`src/rtl/digit_serial_cpa_if.sv`:
```
// rtl/digit_serial_cpa_if.sv - start/valid operand and result bundle for digit_serial_cpa
interface digit_serial_cpa_if #(
    parameter int WIDTH = 8
);
    logic             start;
    logic             sub;
    logic [WIDTH-1:0] a;
    logic [WIDTH-1:0] b;
    logic             c_in;
    logic             ready;
    logic             valid;
    logic [WIDTH-1:0] s;
    logic             c_out;
    logic             ovf;

    modport master (
        output start, sub, a, b, c_in,
        input  ready, valid, s, c_out, ovf
    );

    modport slave (
        input  start, sub, a, b, c_in,
        output ready, valid, s, c_out, ovf
    );
endinterface

```
`src/rtl/digit_serial_cpa.sv`:
```
// rtl/digit_serial_cpa.sv - digit-serial carry-propagate adder/subtractor, DIGIT bits per clock
// Optional feature: define DSA_SAT_EN to clamp s to the signed extreme on overflow.
module digit_serial_cpa #(
    parameter int WIDTH = 8,
    parameter int DIGIT = 4
) (
    input  logic         clk,
    input  logic         rst_n,
    digit_serial_cpa_if.slave bus
);
    localparam int N  = WIDTH / DIGIT;
    localparam int CW = (N > 1) ? $clog2(N) : 1;
    localparam int IW = $clog2(WIDTH);

    typedef enum logic [1:0] {
        IDLE = 2'd0,
        RUN  = 2'd1,
        DONE = 2'd2
    } state_t;

    state_t           state_q, state_d;
    logic [WIDTH-1:0] a_q, a_d;
    logic [WIDTH-1:0] b_q, b_d;
    logic [WIDTH-1:0] r_q, r_d;
    logic [WIDTH-1:0] s_q, s_d;
    logic             carry_q, carry_d;
    logic             c_out_q, c_out_d;
    logic             ovf_q, ovf_d;
    logic             valid_q, valid_d;
    logic             ready_q, ready_d;
    logic [CW-1:0]    cnt_q, cnt_d;

    logic [IW-1:0]    base;
    logic [DIGIT:0]   sum;
    logic [WIDTH-1:0] r_next;
    logic [WIDTH-1:0] s_fin;
    logic             last;
    logic             accept;
    logic             ovf_fin;

    always_comb begin
        state_d = state_q;
        a_d     = a_q;
        b_d     = b_q;
        r_d     = r_q;
        s_d     = s_q;
        carry_d = carry_q;
        c_out_d = c_out_q;
        ovf_d   = ovf_q;
        valid_d = 1'b0;
        ready_d = ready_q;
        cnt_d   = cnt_q;

        // One DIGIT-wide ripple stage, steered onto the current slice by the counter.
        base    = IW'(cnt_q * DIGIT);
        sum     = {1'b0, a_q[base +: DIGIT]} + {1'b0, b_q[base +: DIGIT]}
                + {{DIGIT{1'b0}}, carry_q};
        r_next  = r_q;
        r_next[base +: DIGIT] = sum[DIGIT-1:0];
        last    = (cnt_q == CW'(N - 1));
        accept  = bus.start && ready_q;
        ovf_fin = (a_q[WIDTH-1] == b_q[WIDTH-1]) && (r_next[WIDTH-1] != a_q[WIDTH-1]);

`ifdef DSA_SAT_EN
        if (ovf_fin) begin
            s_fin = a_q[WIDTH-1] ? {1'b1, {(WIDTH-1){1'b0}}} : {1'b0, {(WIDTH-1){1'b1}}};
        end else begin
            s_fin = r_next;
        end
`else
        s_fin = r_next;
`endif

        case (state_q)
            IDLE, DONE: begin
                if (accept) begin
                    state_d = RUN;
                    a_d     = bus.a;
                    b_d     = bus.sub ? ~bus.b : bus.b;
                    carry_d = bus.c_in ^ bus.sub;
                    cnt_d   = '0;
                    r_d     = '0;
                    ready_d = 1'b0;
                end else begin
                    state_d = IDLE;
                    ready_d = 1'b1;
                end
            end
            RUN: begin
                r_d     = r_next;
                carry_d = sum[DIGIT];
                if (last) begin
                    state_d = DONE;
                    s_d     = s_fin;
                    c_out_d = sum[DIGIT];
                    ovf_d   = ovf_fin;
                    valid_d = 1'b1;
                    ready_d = 1'b1;
                    cnt_d   = '0;
                end else begin
                    cnt_d   = cnt_q + CW'(1);
                end
            end
            default: begin
                state_d = IDLE;
                ready_d = 1'b1;
            end
        endcase
    end

    always_ff @(posedge clk or negedge rst_n) begin
        if (!rst_n) begin
            state_q <= IDLE;
            a_q     <= '0;
            b_q     <= '0;
            r_q     <= '0;
            s_q     <= '0;
            carry_q <= 1'b0;
            c_out_q <= 1'b0;
            ovf_q   <= 1'b0;
            valid_q <= 1'b0;
            ready_q <= 1'b1;
            cnt_q   <= '0;
        end else begin
            state_q <= state_d;
            a_q     <= a_d;
            b_q     <= b_d;
            r_q     <= r_d;
            s_q     <= s_d;
            carry_q <= carry_d;
            c_out_q <= c_out_d;
            ovf_q   <= ovf_d;
            valid_q <= valid_d;
            ready_q <= ready_d;
            cnt_q   <= cnt_d;
        end
    end

    assign bus.s     = s_q;
    assign bus.c_out = c_out_q;
    assign bus.ovf   = ovf_q;
    assign bus.valid = valid_q;
    assign bus.ready = ready_q;
endmodule

```
`src/flat_wrapper.sv`:
```
// flat-port wrapper written by rule: the top's interface ports become plain ports
module digit_serial_cpa_flat 
#(
    parameter int WIDTH = 8,
    parameter int DIGIT = 4
)
  (clk, rst_n, bus_start, bus_sub, bus_a, bus_b, bus_c_in, bus_ready, bus_valid, bus_s, bus_c_out, bus_ovf);
  digit_serial_cpa_if #(.WIDTH(WIDTH)) bus_i ();
  input  logic clk;
  input  logic rst_n;
  input wire logic [$bits(bus_i.start)-1:0] bus_start;
  input wire logic [$bits(bus_i.sub)-1:0] bus_sub;
  input wire logic [$bits(bus_i.a)-1:0] bus_a;
  input wire logic [$bits(bus_i.b)-1:0] bus_b;
  input wire logic [$bits(bus_i.c_in)-1:0] bus_c_in;
  output wire logic [$bits(bus_i.ready)-1:0] bus_ready;
  output wire logic [$bits(bus_i.valid)-1:0] bus_valid;
  output wire logic [$bits(bus_i.s)-1:0] bus_s;
  output wire logic [$bits(bus_i.c_out)-1:0] bus_c_out;
  output wire logic [$bits(bus_i.ovf)-1:0] bus_ovf;
  assign bus_i.start = bus_start;
  assign bus_i.sub = bus_sub;
  assign bus_i.a = bus_a;
  assign bus_i.b = bus_b;
  assign bus_i.c_in = bus_c_in;
  assign bus_ready = bus_i.ready;
  assign bus_valid = bus_i.valid;
  assign bus_s = bus_i.s;
  assign bus_c_out = bus_i.c_out;
  assign bus_ovf = bus_i.ovf;
  digit_serial_cpa #(.WIDTH(WIDTH), .DIGIT(DIGIT)) u_core (.clk(clk), .rst_n(rst_n), .bus(bus_i));
endmodule
```
`config.mk`:
```
export PLATFORM = sky130hd
export DESIGN_NAME = digit_serial_cpa_flat
export DESIGN_NICKNAME = d
export VERILOG_FILES = /design/src/rtl/digit_serial_cpa_if.sv /design/src/rtl/digit_serial_cpa.sv /design/src/flat_wrapper.sv
export SDC_FILE = /design/constraint.sdc
export NUM_CORES = 1
export LEC_CHECK = 0
export ABC_CLOCK_PERIOD_IN_PS = 2800
export CELL_PAD_IN_SITES_DETAIL_PLACEMENT = 1
export CELL_PAD_IN_SITES_GLOBAL_PLACEMENT = 1
export CORE_MARGIN = 8
export CORE_UTILIZATION = 39
export DETAILED_ROUTE_END_ITERATION = 6
export GPL_TIMING_DRIVEN = 0
export HOLD_SLACK_MARGIN = 0.1
export PLACE_DENSITY_LB_ADDON = 0.1
export SLEW_MARGIN = 20
export SYNTH_ARGS = -nofsm -noshare
export SYNTH_HDL_FRONTEND = slang
export SYNTH_SLANG_ARGS = --single-unit
```
`constraint.sdc`:
```
create_clock -name clk -period 2.8 [get_ports clk]
set_input_delay 0.42 -clock clk [delete_from_list [all_inputs] [get_ports clk]]
set_output_delay 0.42 -clock clk [all_outputs]
set_load 0.01 [all_outputs]
```
## Word-level counts from Yosys, hierarchy flattened

Index checks and enable logic that the tools add are counted.

- Register bits after elaboration: 40
- Bits of input ports: 21
- Output and inout port bits: 12
- Word-level logic and storage cells: 52

- Add/subtract/negate cells: 4
- Equality and inequality tests: 6
- Shift-type cells: 4
- Mux-type cells: 17
- Bitwise gates (word level): 2
- Reductions and logical operators: 8

Operators with widths:

| cell | number |
|---|---|
| two-way mux 8 bit | 2 |
| case mux 8 bit (2 select lines) | 1 |
| variable part select 8 x 4 -> 4 bit | 2 |
| bitwise mux 8 bit | 1 |
| two-way mux 1 bit | 8 |
| NOT 8 bit | 1 |
| variable shift 4 x 5 -> 8 bit (first input constant) | 1 |
| variable part select 4 x 5 -> 8 bit | 1 |
| case mux 1 bit (2 select lines) | 3 |
| AND reduction 2 bit | 3 |
| adder 4 x 4 -> 5 bit | 1 |
| adder 5 x 1 -> 5 bit | 1 |
| negation 3 -> 5 bit | 1 |
| inequality test 2 x 1 -> 1 bit (second input constant) | 2 |
| case mux 2 bit (2 select lines) | 1 |
| == test 2 x 1 -> 1 bit (second input constant) | 1 |
| == test 2 bit (second input constant) | 1 |
| logical AND 1 bit | 2 |
| logical NOT 2 bit | 1 |
| two-way mux 2 bit | 1 |
| nonzero test 2 bit | 1 |
| OR reduction 2 bit | 1 |
| adder 1 bit (second input constant) | 1 |
| == test 1 bit | 1 |
| other kinds (2) | 2 |

## Depth between registers and ports, before layout

- Depth after elaboration: 7
- Mapped depth: 7
- Mapped depth without buffers: 6

## Least setup slack after synthesis

Ideal clock, no wire load.

- Kind: register to register
- From: register u_core.cnt_q
- To: register u_core.carry_q
- Library setup time: 0.138 ns
- Data arrival time: 2.236 ns
- Data required time: 2.662 ns
- Path slack: 0.426 ns
- Cell stages (with the launch flop): 8
- Buffers on the path: 1
- Clock period less this slack: 2.374 ns
- Path through: dfrtp_1 -> buf_2 -> mux2_2 -> fa_1 -> fa_1 -> a21o_1 -> a21oi_1 -> o221ai_1

- Longest elaborated chain between the ends: 4
- Elaborated cells on any way between the ends: 5
- Those cells by class: add/sub: 2; shift: 2; mux: 1

Ends and longest elaborated chain:

| element | RTL line | source |
|---|---|---|
| from (decl) | digit_serial_cpa.sv:31 | `logic [CW-1:0] cnt_q, cnt_d;` |
| from (signal assigned) | digit_serial_cpa.sv:135 | `cnt_q <= cnt_d;` |
| variable part select 8 x 4 -> 4 bit | digit_serial_cpa.sv:56 | `sum = {1'b0, a_q[base +: DIGIT]} + {1'b0, b_q[base +: DIGIT]}` |
| adder 4 x 4 -> 5 bit (*) | digit_serial_cpa.sv:56 |  |
| adder 5 x 1 -> 5 bit (*) | digit_serial_cpa.sv:57 | `+ {{DIGIT{1'b0}}, carry_q};` |
| case mux 1 bit (2 select lines) (*) | digit_serial_cpa.sv:74 | `case (state_q)` |
| to (signal assigned) | digit_serial_cpa.sv:130 | `carry_q <= carry_d;` |
| to (decl) | digit_serial_cpa.sv:26 | `logic carry_q, carry_d;` |

Every way passes the cells marked *; elsewhere a longest branch is shown, timed or not.
A chain may end at the register's enable or synchronous reset.

## Final worst setup path

Ends and elaborated chain as after synthesis.

==> impl_summary.md <==
Global route
The maximum number of pins on one net before global-route repair is 21. In the global route stage, overall resource usage came out at 0.142. For this run the aggregate overflow at the end of global routing stands at 0.

The via count of the first global-routing pass is ~1400. The wire length of the first global-routing pass is 7.04 mm. The number of antenna violations at the first check in global routing is 0.

Hold path
The type of the most critical hold path is register to register. The hold path startpoint is u_core.r_q[2]$_DFFE_PN0P_. For hold timing, the worst endpoint is u_core.bus.s[2]$_DFFE_PN0P_. The hold-critical path depth is 2.

Yosys
The netlist area before placement is between 1500 and 2000 sq um. The share of synthesized registers carrying an async set or reset is 1.00. The number of nets in the synthesized netlist is about 190. The synthesized design contains 36 register bits. The total of warnings raised by yosys is 0. The proportion of synthesized chip area in sequential cells is 0.533. The synthesized instance count is 163.

The post-synthesis average cell area is 10.4 sq um. The number of synthesized flops with an enable pin is 0. In the synthesized netlist the dominant register cell turns out to be dfrtp_1. The number of distinct library cells after synthesis is 32.

Detailed routing
After detailed routing, the total wire length is between 4 and 5 mm. The routed wire length per instance is 16.1 um. The routed layout has 1253 vias. The number of DRC markers after the initial detailed-route iteration is 30.

After detailed routing, the number of remaining DRC violations is 0. The first TritonRoute pass finished after 4 iterations. In this run the remaining antenna-violating nets after routing total 0. Using the TritonRoute via totals, the vias-per-cell ratio works out to a little under 5.

Placement
After detailed placement, the total cell area comes to 2090 sq um. Once detailed placement completed, the half-perimeter wirelength came to 3.17 mm. The congestion estimate from routability-driven global placement came to between 0.7 and 0.8. The count of buffers from port buffering is 31.

Setup path
On the worst path, the slowest cell contributes a delay of around 0.48 ns. The cell count of the worst reg-to-reg path is 7. Setup slack on the worst reg-to-reg path comes out at 0.15 ns. STA classifies the critical path startpoint as a register. Data on the critical path arrives at its endpoint at 2.81 ns. The start point of the critical path is u_core.cnt_q$_DFFE_PN0P_. The critical path goes through clkbuf_4, mux2_2, fa_1, fa_1, a21o_1, a21oi_1, o221ai_1. The highest fanout seen on the critical path is 10. Counting both buffers and inverters, the worst setup path holds a total of 1.

On the critical path the largest part of the delay comes from adder cells. The category of the most critical setup path is register to register. The worst reg2reg path startpoint is u_core.cnt_q$_DFFE_PN0P_.

STA puts the critical path data required time at 2.96 ns. The cell with the largest stage delay on the worst path is fa_1. The cell repeated most along the worst path is fa_1. The terminus of the critical flop-to-flop path is u_core.carry_q$_DFFE_PN0P_. The sort of element at the end of the critical path is a register.

Floorplanning
The height of the die is 81.9 um. The die is 81.9 um wide. The die area is 6700 sq um.

The region available for standard cell placement spans 4260 sq um. The floorplan has 24 rows. The number of I/O pins is 33. The initial core utilization is 0.397.

Timing
The count of final hold-check violations is 0. Setup repair after global routing left no endpoint under its margin. At the pin with the least slew margin, the transition time is 0.465 ns. Setup violations remaining at the end of the flow were counted as 0.

The total negative setup slack is 0 ns. The headroom to the max-slew limit is 0.690. The period utilization is 0.948.

The highest clock frequency the design can meet is 377 MHz. On the final layout, the worst clock skew is 0.00384 ns. The count of pins over their slew limit was 0. Counting I/O delays and the setup requirement, the final critical path takes 2.65 ns.

Layout
After routing the design area is 2210 sq um. The layout overhead on the synthesized area is 30.8%. Of the cells placed in the final design, the portion with a size suffix greater than 1 is 0.152. The repair_antennas step left the layout with diodes totalling 0. For this run, the post-layout net count is 229.

Clocking
The clock latency on the worst-skew pair is about 0.29 ns. The number of clock buffers inserted by TritonCTS is 5. The maximum buffer depth of the clock tree is 2. The root buffer cell chosen for the clock tree is clkbuf_8. The level count of the clock H-tree is 2. The clock slew seen by the registers of the worst setup and hold paths is 0.07 ns. The TritonCTS clock tree is yes.

The total clock sinks is 36.

Power
The worst voltage drop across the vdd grid is 0.450 mV. The power per unit of standard cell area is between 1000 and 1500 nW/um^2. The leakage power is between 0.001 and 0.0015 uW.

Flow run
The count of max-cap constraint violations is 0.

Status
The run finished with clean final reports.
worst max path at each step:
stage / end / slack [ns] / depth (start not counted)
floorplan: u_core.carry_q$_DFFE_PN0P_ / 0.43 / 7
CTS: u_core.carry_q$_DFFE_PN0P_ / 0.06 / 7
global placement: u_core.carry_q$_DFFE_PN0P_ / 0.14 / 7
finish: u_core.carry_q$_DFFE_PN0P_ / 0.15 / 7
global route: u_core.carry_q$_DFFE_PN0P_ / 0.01 / 7
detailed placement: u_core.carry_q$_DFFE_PN0P_ / 0.1 / 7
worst register-to-register path, cell delays in order (launching register included):
cell      delay, ns
dfrtp_1        0.39
clkbuf_4       0.24
mux2_2         0.40
fa_1           0.48
fa_1           0.43
a21o_1         0.21
a21oi_1        0.23
o221ai_1       0.15
area by class of cell:
class | instances | area [sq um]
tap | 52 | 65.1
multi-input combinational | 116 | 739
clock buffer | 5 | 68.8
sequential | 36 | 902
fill | 480 | 2050
buffer | 7 | 37.5
timing repair buffer | 33 | 343
inverter | 4 | 15.0
clock inverter | 3 | 42.5
cells in the final DEF, fill, tap and decap left out, drive strengths merged, types with 2 or more instances in the layout:
master | netlist | final
fa | 2 | 2
clkbuf | 2 | 8
clkdlybuf4s50 | 0 | 30
dfrtp | 35 | 35
o21ai | 9 | 9
a22o | 3 | 3
nand3 | 2 | 2
nor2 | 4 | 4
a21oi | 3 | 3
xnor2 | 11 | 11
inv | 4 | 4
and3b | 2 | 2
nand2 | 54 | 54
buf | 5 | 6
mux2 | 9 | 9
ha | 3 | 3
a21o | 5 | 5
timing repair:
item,in CTS,in global routing
hold buffers,1,0
buffers inserted,0,0
resized for setup,0,1
hold endpoints to repair,16,0
endpoints found under the setup margin,0,2
routing by layer:
layer,up-vias,wire (um),global-route usage
met5,-,0,0
met4,0,80,0.0632
met3,6,219,0.0460
met2,26,2200,0.249
met1,610,1620,0.153
li1,611,-,-
metrics by stage:
stage / setup WS [ns] / utilization / hold WS [ns] / power [uW] / cells
after global routing: 0.0146 / 0.519 / 0.509 / 2950 / 256
after global placement: 0.142 / 0.485 / 0.456 / 2200 / 246
final: 0.146 / 0.519 / 0.482 / 2710 / 256
after CTS: 0.0608 / 0.518 / 0.484 / 2760 / 256
after detailed placement: 0.0989 / 0.490 / 0.398 / 2280 / 247
after floorplan: 0.426 / - / 0.124 / 1800 / 163
registers in the layout, indices dropped and copies added (netlist names):
register	count
u_core.r_q	4
u_core.bus.valid	1
u_core.bus.ready	1
u_core.cnt_q	1
u_core.carry_q	1
u_core.state_q	2
u_core.bus.ovf	1
u_core.a_q	8
u_core.bus.c_out	1
u_core.bus.s	8
u_core.b_q	8
cells by family (layout without fill, tap and decap cells):
family | count (synthesis) | after routing | synth area share
buffers and inverters | 11 | 52 | 0.0296
muxes | 9 | 9 | 0.0621
xor gates and xnor gates | 11 | 11 | 0.0570
AOI/OAI and AO/OA | 23 | 23 | 0.0954
and+or+nand+nor | 68 | 68 | 0.177
DFF | 36 | 36 | 0.533
adders and majority gates | 5 | 5 | 0.0459
synth_stat cells (2+ instances only):
cell type  count  share of area
mux2_2         8          0.053
xnor2_1       11          0.057
dfrtp_1       35           0.52
clkbuf_1       2         0.0044
fa_1           2          0.024
nand3_1        2         0.0059
nor2_1         2         0.0044
nand2_1       53           0.12
ha_1           3          0.022
buf_2          4          0.012
and3b_1        2          0.010
a21oi_1        2         0.0059
a21o_1         5          0.022
nor2_2         2         0.0074
o21ai_0        9          0.027
a22o_1         2          0.010
inv_1          4         0.0089
power breakdown:
group | switching, uW | total, uW | internal, uW | leakage (uW)
clock | 194 | 457 | 263 | 0.0000541
combinational | 689 | 1350 | 658 | 0.000565
sequential | 144 | 905 | 761 | 0.000453
(Power assumes the default switching activity.)
